==> src/rtl/cpu_writeback_arbiter_if.sv <==
// Write-back bus between the CPU datapath (producer side) and the arbiter
// that owns the register-file write port and the pending-load scoreboard.
interface cpu_writeback_arbiter_if #(
  parameter int DEPTH  = 2,
  parameter int DATA_W = 32
);
  localparam int CW = $clog2(DEPTH) + 1;

  logic              alu_valid;
  logic [4:0]        alu_rd;
  logic [DATA_W-1:0] alu_data;
  logic              ld_issue;
  logic [4:0]        ld_issue_rd;
  logic              ld_valid;
  logic              ld_ready;
  logic [4:0]        ld_rd;
  logic [DATA_W-1:0] ld_data;
  logic [4:0]        chk_a1;
  logic [4:0]        chk_a2;
  logic              busy1;
  logic              busy2;
  logic [4:0]        a3;
  logic [DATA_W-1:0] wd3;
  logic              we3;
  logic [CW-1:0]     ld_count;

  modport master (
    output alu_valid, alu_rd, alu_data, ld_issue, ld_issue_rd,
           ld_valid, ld_rd, ld_data, chk_a1, chk_a2,
    input  ld_ready, busy1, busy2, a3, wd3, we3, ld_count
  );

  modport slave (
    input  alu_valid, alu_rd, alu_data, ld_issue, ld_issue_rd,
           ld_valid, ld_rd, ld_data, chk_a1, chk_a2,
    output ld_ready, busy1, busy2, a3, wd3, we3, ld_count
  );
endinterface

==> src/rtl/cpu_writeback_arbiter.sv <==
// Merges ALU results (fixed priority) and buffered load results into one
// registered register-file write per cycle; tracks loads awaiting write-back.
module cpu_writeback_arbiter #(
  parameter int DEPTH  = 2,
  parameter int DATA_W = 32
) (
  input logic                    clk,
  input logic                    rst_n,
  cpu_writeback_arbiter_if.slave bus
);
  localparam int PW = $clog2(DEPTH);
  localparam int CW = PW + 1;
  localparam logic [CW-1:0] FULL_CNT = CW'(DEPTH);

  logic [4:0]        fifo_rd   [DEPTH];
  logic [DATA_W-1:0] fifo_data [DEPTH];
  logic [PW-1:0]     head_p0;
  logic [PW-1:0]     tail_p0;
  logic [CW-1:0]     count_p0;
  logic              full;
  logic              empty;
  logic              push;
  logic              pop;

  logic [4:0]        a3_p1;
  logic [DATA_W-1:0] wd3_p1;
  logic              we3_p1;
  logic              src_ld_p1;
  logic [31:0]       pending_p1;
  logic [31:0]       pending_nxt;

  // Stage p0: load FIFO (push never bypasses to pop; occupancy is registered)
  assign full  = (count_p0 == FULL_CNT);
  assign empty = (count_p0 == '0);
  assign push  = bus.ld_valid && !full;
  assign pop   = !bus.alu_valid && !empty;

  always_ff @(posedge clk) begin
    if (push) begin
      fifo_rd[tail_p0]   <= bus.ld_rd;
      fifo_data[tail_p0] <= bus.ld_data;
    end
  end

  always_ff @(posedge clk or negedge rst_n) begin
    if (!rst_n) begin
      head_p0  <= '0;
      tail_p0  <= '0;
      count_p0 <= '0;
    end else begin
      if (push) tail_p0 <= tail_p0 + 1'b1;
      if (pop)  head_p0 <= head_p0 + 1'b1;
      case ({push, pop})
        2'b10:   count_p0 <= count_p0 + 1'b1;
        2'b01:   count_p0 <= count_p0 - 1'b1;
        default: count_p0 <= count_p0;
      endcase
    end
  end

  // Stage p1: registered write port; idle cycles keep a3/wd3 and drop we3
  always_ff @(posedge clk or negedge rst_n) begin
    if (!rst_n) begin
      a3_p1     <= '0;
      wd3_p1    <= '0;
      we3_p1    <= 1'b0;
      src_ld_p1 <= 1'b0;
    end else if (bus.alu_valid) begin
      a3_p1     <= bus.alu_rd;
      wd3_p1    <= bus.alu_data;
      we3_p1    <= (bus.alu_rd != 5'd0);
      src_ld_p1 <= 1'b0;
    end else if (pop) begin
      a3_p1     <= fifo_rd[head_p0];
      wd3_p1    <= fifo_data[head_p0];
      we3_p1    <= (fifo_rd[head_p0] != 5'd0);
      src_ld_p1 <= 1'b1;
    end else begin
      we3_p1    <= 1'b0;
    end
  end

  // Scoreboard clears on the commit edge of a load write; a same-edge issue wins.
  always_comb begin
    pending_nxt = pending_p1;
    if (we3_p1 && src_ld_p1) pending_nxt[a3_p1] = 1'b0;
    if (bus.ld_issue && (bus.ld_issue_rd != 5'd0)) pending_nxt[bus.ld_issue_rd] = 1'b1;
    pending_nxt[0] = 1'b0;
  end

  always_ff @(posedge clk or negedge rst_n) begin
    if (!rst_n) pending_p1 <= '0;
    else        pending_p1 <= pending_nxt;
  end

  assign bus.ld_ready = !full;
  assign bus.ld_count = count_p0;
  assign bus.a3       = a3_p1;
  assign bus.wd3      = wd3_p1;
  assign bus.we3      = we3_p1;
  assign bus.busy1    = (bus.chk_a1 != 5'd0) && pending_p1[bus.chk_a1];
  assign bus.busy2    = (bus.chk_a2 != 5'd0) && pending_p1[bus.chk_a2];
endmodule

==> src/flat_wrapper.sv <==
// flat-port wrapper written by rule: the top's interface ports become plain ports
module cpu_writeback_arbiter_flat 
#(
  parameter int DEPTH  = 2,
  parameter int DATA_W = 32
)
  (clk, rst_n, bus_alu_valid, bus_alu_rd, bus_alu_data, bus_ld_issue, bus_ld_issue_rd, bus_ld_valid, bus_ld_rd, bus_ld_data, bus_chk_a1, bus_chk_a2, bus_ld_ready, bus_busy1, bus_busy2, bus_a3, bus_wd3, bus_we3, bus_ld_count);
  cpu_writeback_arbiter_if #(.DEPTH(DEPTH), .DATA_W(DATA_W)) bus_i ();
  input logic clk;
  input logic rst_n;
  input wire logic [$bits(bus_i.alu_valid)-1:0] bus_alu_valid;
  input wire logic [$bits(bus_i.alu_rd)-1:0] bus_alu_rd;
  input wire logic [$bits(bus_i.alu_data)-1:0] bus_alu_data;
  input wire logic [$bits(bus_i.ld_issue)-1:0] bus_ld_issue;
  input wire logic [$bits(bus_i.ld_issue_rd)-1:0] bus_ld_issue_rd;
  input wire logic [$bits(bus_i.ld_valid)-1:0] bus_ld_valid;
  input wire logic [$bits(bus_i.ld_rd)-1:0] bus_ld_rd;
  input wire logic [$bits(bus_i.ld_data)-1:0] bus_ld_data;
  input wire logic [$bits(bus_i.chk_a1)-1:0] bus_chk_a1;
  input wire logic [$bits(bus_i.chk_a2)-1:0] bus_chk_a2;
  output wire logic [$bits(bus_i.ld_ready)-1:0] bus_ld_ready;
  output wire logic [$bits(bus_i.busy1)-1:0] bus_busy1;
  output wire logic [$bits(bus_i.busy2)-1:0] bus_busy2;
  output wire logic [$bits(bus_i.a3)-1:0] bus_a3;
  output wire logic [$bits(bus_i.wd3)-1:0] bus_wd3;
  output wire logic [$bits(bus_i.we3)-1:0] bus_we3;
  output wire logic [$bits(bus_i.ld_count)-1:0] bus_ld_count;
  assign bus_i.alu_valid = bus_alu_valid;
  assign bus_i.alu_rd = bus_alu_rd;
  assign bus_i.alu_data = bus_alu_data;
  assign bus_i.ld_issue = bus_ld_issue;
  assign bus_i.ld_issue_rd = bus_ld_issue_rd;
  assign bus_i.ld_valid = bus_ld_valid;
  assign bus_i.ld_rd = bus_ld_rd;
  assign bus_i.ld_data = bus_ld_data;
  assign bus_i.chk_a1 = bus_chk_a1;
  assign bus_i.chk_a2 = bus_chk_a2;
  assign bus_ld_ready = bus_i.ld_ready;
  assign bus_busy1 = bus_i.busy1;
  assign bus_busy2 = bus_i.busy2;
  assign bus_a3 = bus_i.a3;
  assign bus_wd3 = bus_i.wd3;
  assign bus_we3 = bus_i.we3;
  assign bus_ld_count = bus_i.ld_count;
  cpu_writeback_arbiter #(.DEPTH(DEPTH), .DATA_W(DATA_W)) u_core (.clk(clk), .rst_n(rst_n), .bus(bus_i));
endmodule
==> config.mk <==
export PLATFORM = sky130hd
export DESIGN_NAME = cpu_writeback_arbiter_flat
export DESIGN_NICKNAME = d
export VERILOG_FILES = /design/src/rtl/cpu_writeback_arbiter_if.sv /design/src/rtl/cpu_writeback_arbiter.sv /design/src/flat_wrapper.sv
export SDC_FILE = /design/constraint.sdc
export NUM_CORES = 1
export LEC_CHECK = 0
export ABC_AREA = 1
export BUFFER_PORTS_ARGS = -buffer_cell sky130_fd_sc_hd__clkbuf_2
export CELL_PAD_IN_SITES_DETAIL_PLACEMENT = 1
export CELL_PAD_IN_SITES_GLOBAL_PLACEMENT = 1
export CORE_MARGIN = 1
export CORE_UTILIZATION = 38
export CTS_CLUSTER_SIZE = 14
export DETAILED_ROUTE_END_ITERATION = 6
export PLACE_DENSITY_LB_ADDON = 0.15
export SLEW_MARGIN = 20
export SYNTH_ARGS = -nofsm -noshare
export SYNTH_HDL_FRONTEND = slang
export SYNTH_SLANG_ARGS = --single-unit
==> constraint.sdc <==
create_clock -name clk -period 2.55 [get_ports clk]
set_input_delay 0.51 -clock clk [delete_from_list [all_inputs] [get_ports clk]]
set_output_delay 0.51 -clock clk [all_outputs]
set_load 0.02 [all_outputs]
==> impl_metrics.csv <==
group,metric,value,unit
yosys,synthTopCellsByArea,"edfxtp_1 34%, dfrtp_1 28%, nand2_1 12%",
clock_network,clk_pin_slew,0.06,ns
pwr,vdd_ir_drop_max,0.5260,mV
worst_setup_path,reg2reg_to,"u_core.fifo_data[0][8]",
clock_network,clockRootBuffer,"clkbuf_16",
placement,place.gp.congestion,0.9906,
yosys,postSynthAreaPerCell,9.559,sq um
floorplan,core-area,16760,sq um
sta,setup-violations-final,0,
pwr,switchingPower,0.003425,W
global_routing,overflow,0,
detailed_routing,via_per_inst,5.129,
layout,multi_input_area,2171,sq um
worst_setup_path,crit_family,"buffers and inverters",
worst_setup_path,rrSetupSlack,0.80,ns
global_routing,antenna_found_initial,0,
outcome,status,"finished, final reports clean",
worst_setup_path,crit_type,"primary input to output pin",
min_path,hold_class,"primary input to async pin",
layout,layout.nets,923,
pwr,comb_power_share,0.317,
worst_setup_path,cp-start-kind,"primary input",
detailed_routing,firstDrtPassIters,4,
floorplan,io_pins,137,
worst_setup_path,path_depth,13,
pwr,p_per_area,1124,nW/um^2
layout,antennaDiodeCount,0,
clock_network,clockBufferDepth,2,
layout,final-seq-area,4074,sq um
worst_setup_path,critPathArrivalTime,1.78,ns
pwr,internal-power,0.005682,W
sta,max-slew-margin-rel,0.5826,
floorplan,dieArea,17860,sq um
clock_network,postCtsSetupBuffers,0,
floorplan,fp.dieW,133.7,um
sta,rsz0062_at_grt,"no",
clock_network,numCtsBuffers,17,
worst_setup_path,cp_common_cell,"nand2_1",
placement,place_hpwl,14180,um
yosys,synth_area_leader_cell,"edfxtp_1",
clock_network,h-tree-depth,4,
placement,dpl_cell_area,7522,sq um
worst_setup_path,r2r_cells,5,
worst_setup_path,critPathRequiredTime,2.04,ns
detailed_routing,drtAntennaViolNets,0,
floorplan,start_util,0.3930,
yosys,ys_warn_count,0,
worst_setup_path,worstPathCellList,"clkbuf_2 -> inv_2 -> nand2_1 -> nand2_1 -> nand2_1 -> nand2_1 -> nand2_1 -> nand2_1 -> inv_1 -> nand2_1 -> nand2_1 -> nand2_1 -> clkbuf_2",
worst_setup_path,critical_path.max_fanout,17,
floorplan,fp.dieH,133.7,um
clock_network,cts_resized,0,
layout,fin_area,8100,sq um
detailed_routing,routed_wl,19670,um
sta,finClkSkew,0.008261,ns
sta,final_max_slew_viol_count,0,
yosys,syn_nets,784,
global_routing,grt_pass1_vias,5853,
sta,fmax,0.4364,GHz
placement,io_buffers,136,
flow_run,max_cap_violations,0,
detailed_routing,drt-initial-drc-count,241,
yosys,syn_inst,689,
sta,min_period,2.291,ns
clock_network,cts_sinks,148,
layout,area_growth,22.99,%
yosys,synth_cell_type_count,25,
pwr,switching_share,0.3761,
floorplan,std_cell_rows,47,
worst_setup_path,slowest_delay,0.28,ns
worst_setup_path,rr_startpoint,"u_core.bus.ld_count[0]",
global_routing,grt_max_degree,57,
detailed_routing,drc,0,
worst_setup_path,path_buf_inv,4,
detailed_routing,route.detailed.wl_per_inst,18.53,um
sta,whs,0.03131,ns
yosys,synth_seq_area_share,0.6185,
pwr,leakage,3.594,nW
pwr,pwr-share-clk,0.268,
layout,drive_above_1_share,0.2307,
sta,timing.final.crit_share,0.8985,
detailed_routing,via_count,5442,
clock_network,clkLatencyLatePin,0.42,ns
worst_setup_path,endpoint_kind,"output pin",
clock_network,cts_tree,"yes",
sta,fin_setup_tns,0,ns
worst_setup_path,crit_slowest_cell,"inv_2",
sta,hold_violations,0,
pwr,power_frac_seq,0.415,
yosys,ys_seq_elements,148,
global_routing,grt_usage,0.2346,
layout,fillers,1953,
clock_network,ctsHoldBuffers,0,
global_routing,grt_pass1_wl,31660,um
sta,worstMarginPinSlew,0.6261,ns
yosys,synth_area,6586,sq um
yosys,synth_top_area_share,0.3374,
## cells in the final DEF (no fill, tap or decap), types with 2 or more instances in the layout
cell and n:
nand2_1 212, clkbuf_2 135, o21ai_0 83, dfrtp_1 74
edfxtp_1 74, nand3_1 58, inv_1 47, a21oi_1 42
nor2_1 36, clkbuf_16 17, buf_4 9, o311ai_2 8
inv_2 6, o211ai_1 6, o311ai_0 5, clkinvlp_4 3
clkinv_4 3, buf_12 3, nor2_4 2, xor2_1 2
clkbuf_1 2, clkinv_2 2, bufinv_16 2
## power groups by stage
stage / sequential (W) / combinational, W / clock (W)
global route: 0.00387 / 0.00322 / 0.00257
detailed placement: 0.00382 / 0.00292 / 0
finish: 0.00378 / 0.00289 / 0.00244
floorplan: 0.00398 / 0.00154 / 0
global placement: 0.00377 / 0.00283 / 0
CTS: 0.00379 / 0.00294 / 0.00248
## routing by layer
metal,GRT usage,part of all wire,up-vias
li1,-,-,2607
met1,0.2683,0.40,2678
met2,0.4227,0.53,126
met3,0.05784,0.051,31
met4,0.08523,0.022,0
met5,0,0,-
## logic make-up after synthesis
logic type | after synthesis | share of synthesized area
AOI/OAI and AO/OA | 145 | 0.1294
xor gates and xnor gates | 3 | 0.003990
adders and majority gates | 1 | 0.001899
buffers and inverters | 80 | 0.05414
DFF | 148 | 0.6185
and+or+nand+nor | 312 | 0.1921
## area by class of cell
cell class	count	area share
sequential	148	0.5029
clock buffer	20	0.05514
tap	220	0.03398
inverter	53	0.02456
timing repair buffer	147	0.09917
clock inverter	12	0.01622
multi-input combinational	461	0.2680
## synth_stat cells
cell and n:
inv_1 47, buf_2 15, nor2_1 38, nand2_2 1, buf_1 1, o21ai_0 83
o311ai_0 5, or2_1 1, nand2_1 212, nor4_1 1, edfxtp_1 74, buf_4 6
dfrtp_1 74, o211ai_1 6, ha_1 1, inv_2 6, clkbuf_1 3, a21oi_1 42
xnor2_1 1, xor2_1 2, nand3_1 58, nand3_4 1, o311ai_2 8, o31ai_1 1
buf_6 2
## state kept, by name, indices dropped and copies added, names as in the netlist
name                 cells
u_core.fifo_data        64
u_core.src_ld_p1         1
u_core.bus.we3           1
u_core.head_p0           1
u_core.fifo_rd          10
u_core.pending_p1       31
u_core.bus.a3            5
u_core.bus.wd3          32
u_core.bus.ld_count      2
u_core.tail_p0           1
## worst max-delay path by stage
| stage | start | endpoint | slack (ns) |
|---|---|---|---|
| 2_1_floorplan | u_core.bus.ld_count[0] | u_core.fifo_data[1][0] | 0.20 |
| 3_3_place_gp | bus_chk_a2[0] | bus_busy2 | 0.30 |
| 3_5_place_dp | bus_chk_a2[0] | bus_busy2 | 0.24 |
| 4_1_cts | bus_chk_a2[0] | bus_busy2 | 0.23 |
| 5_1_grt | bus_chk_a2[0] | bus_busy2 | 0.07 |
| 6_report | bus_chk_a2[0] | bus_busy2 | 0.26 |
## stage by stage
step | setup WS (ns) | std cells | util | power [W]
floorplan | 0.1958 | 689 | - | 0.005520
global placement | 0.2993 | 1029 | 0.4488 | 0.006601
detailed placement | 0.2440 | 1029 | 0.4488 | 0.006740
CTS | 0.2320 | 1061 | 0.4833 | 0.009207
global route | 0.06861 | 1061 | 0.4833 | 0.009658
finish | 0.2587 | 1061 | 0.4833 | 0.009107
## worst register-to-register path, cell delays in order, from the launching register on
cell	delay, ns
dfrtp_1	0.43
inv_2	0.07
nand2_1	0.12
nand2_1	0.16
nor2_4	0.12
buf_4	0.46
Note: power is estimated with default switching activity, not from simulation.
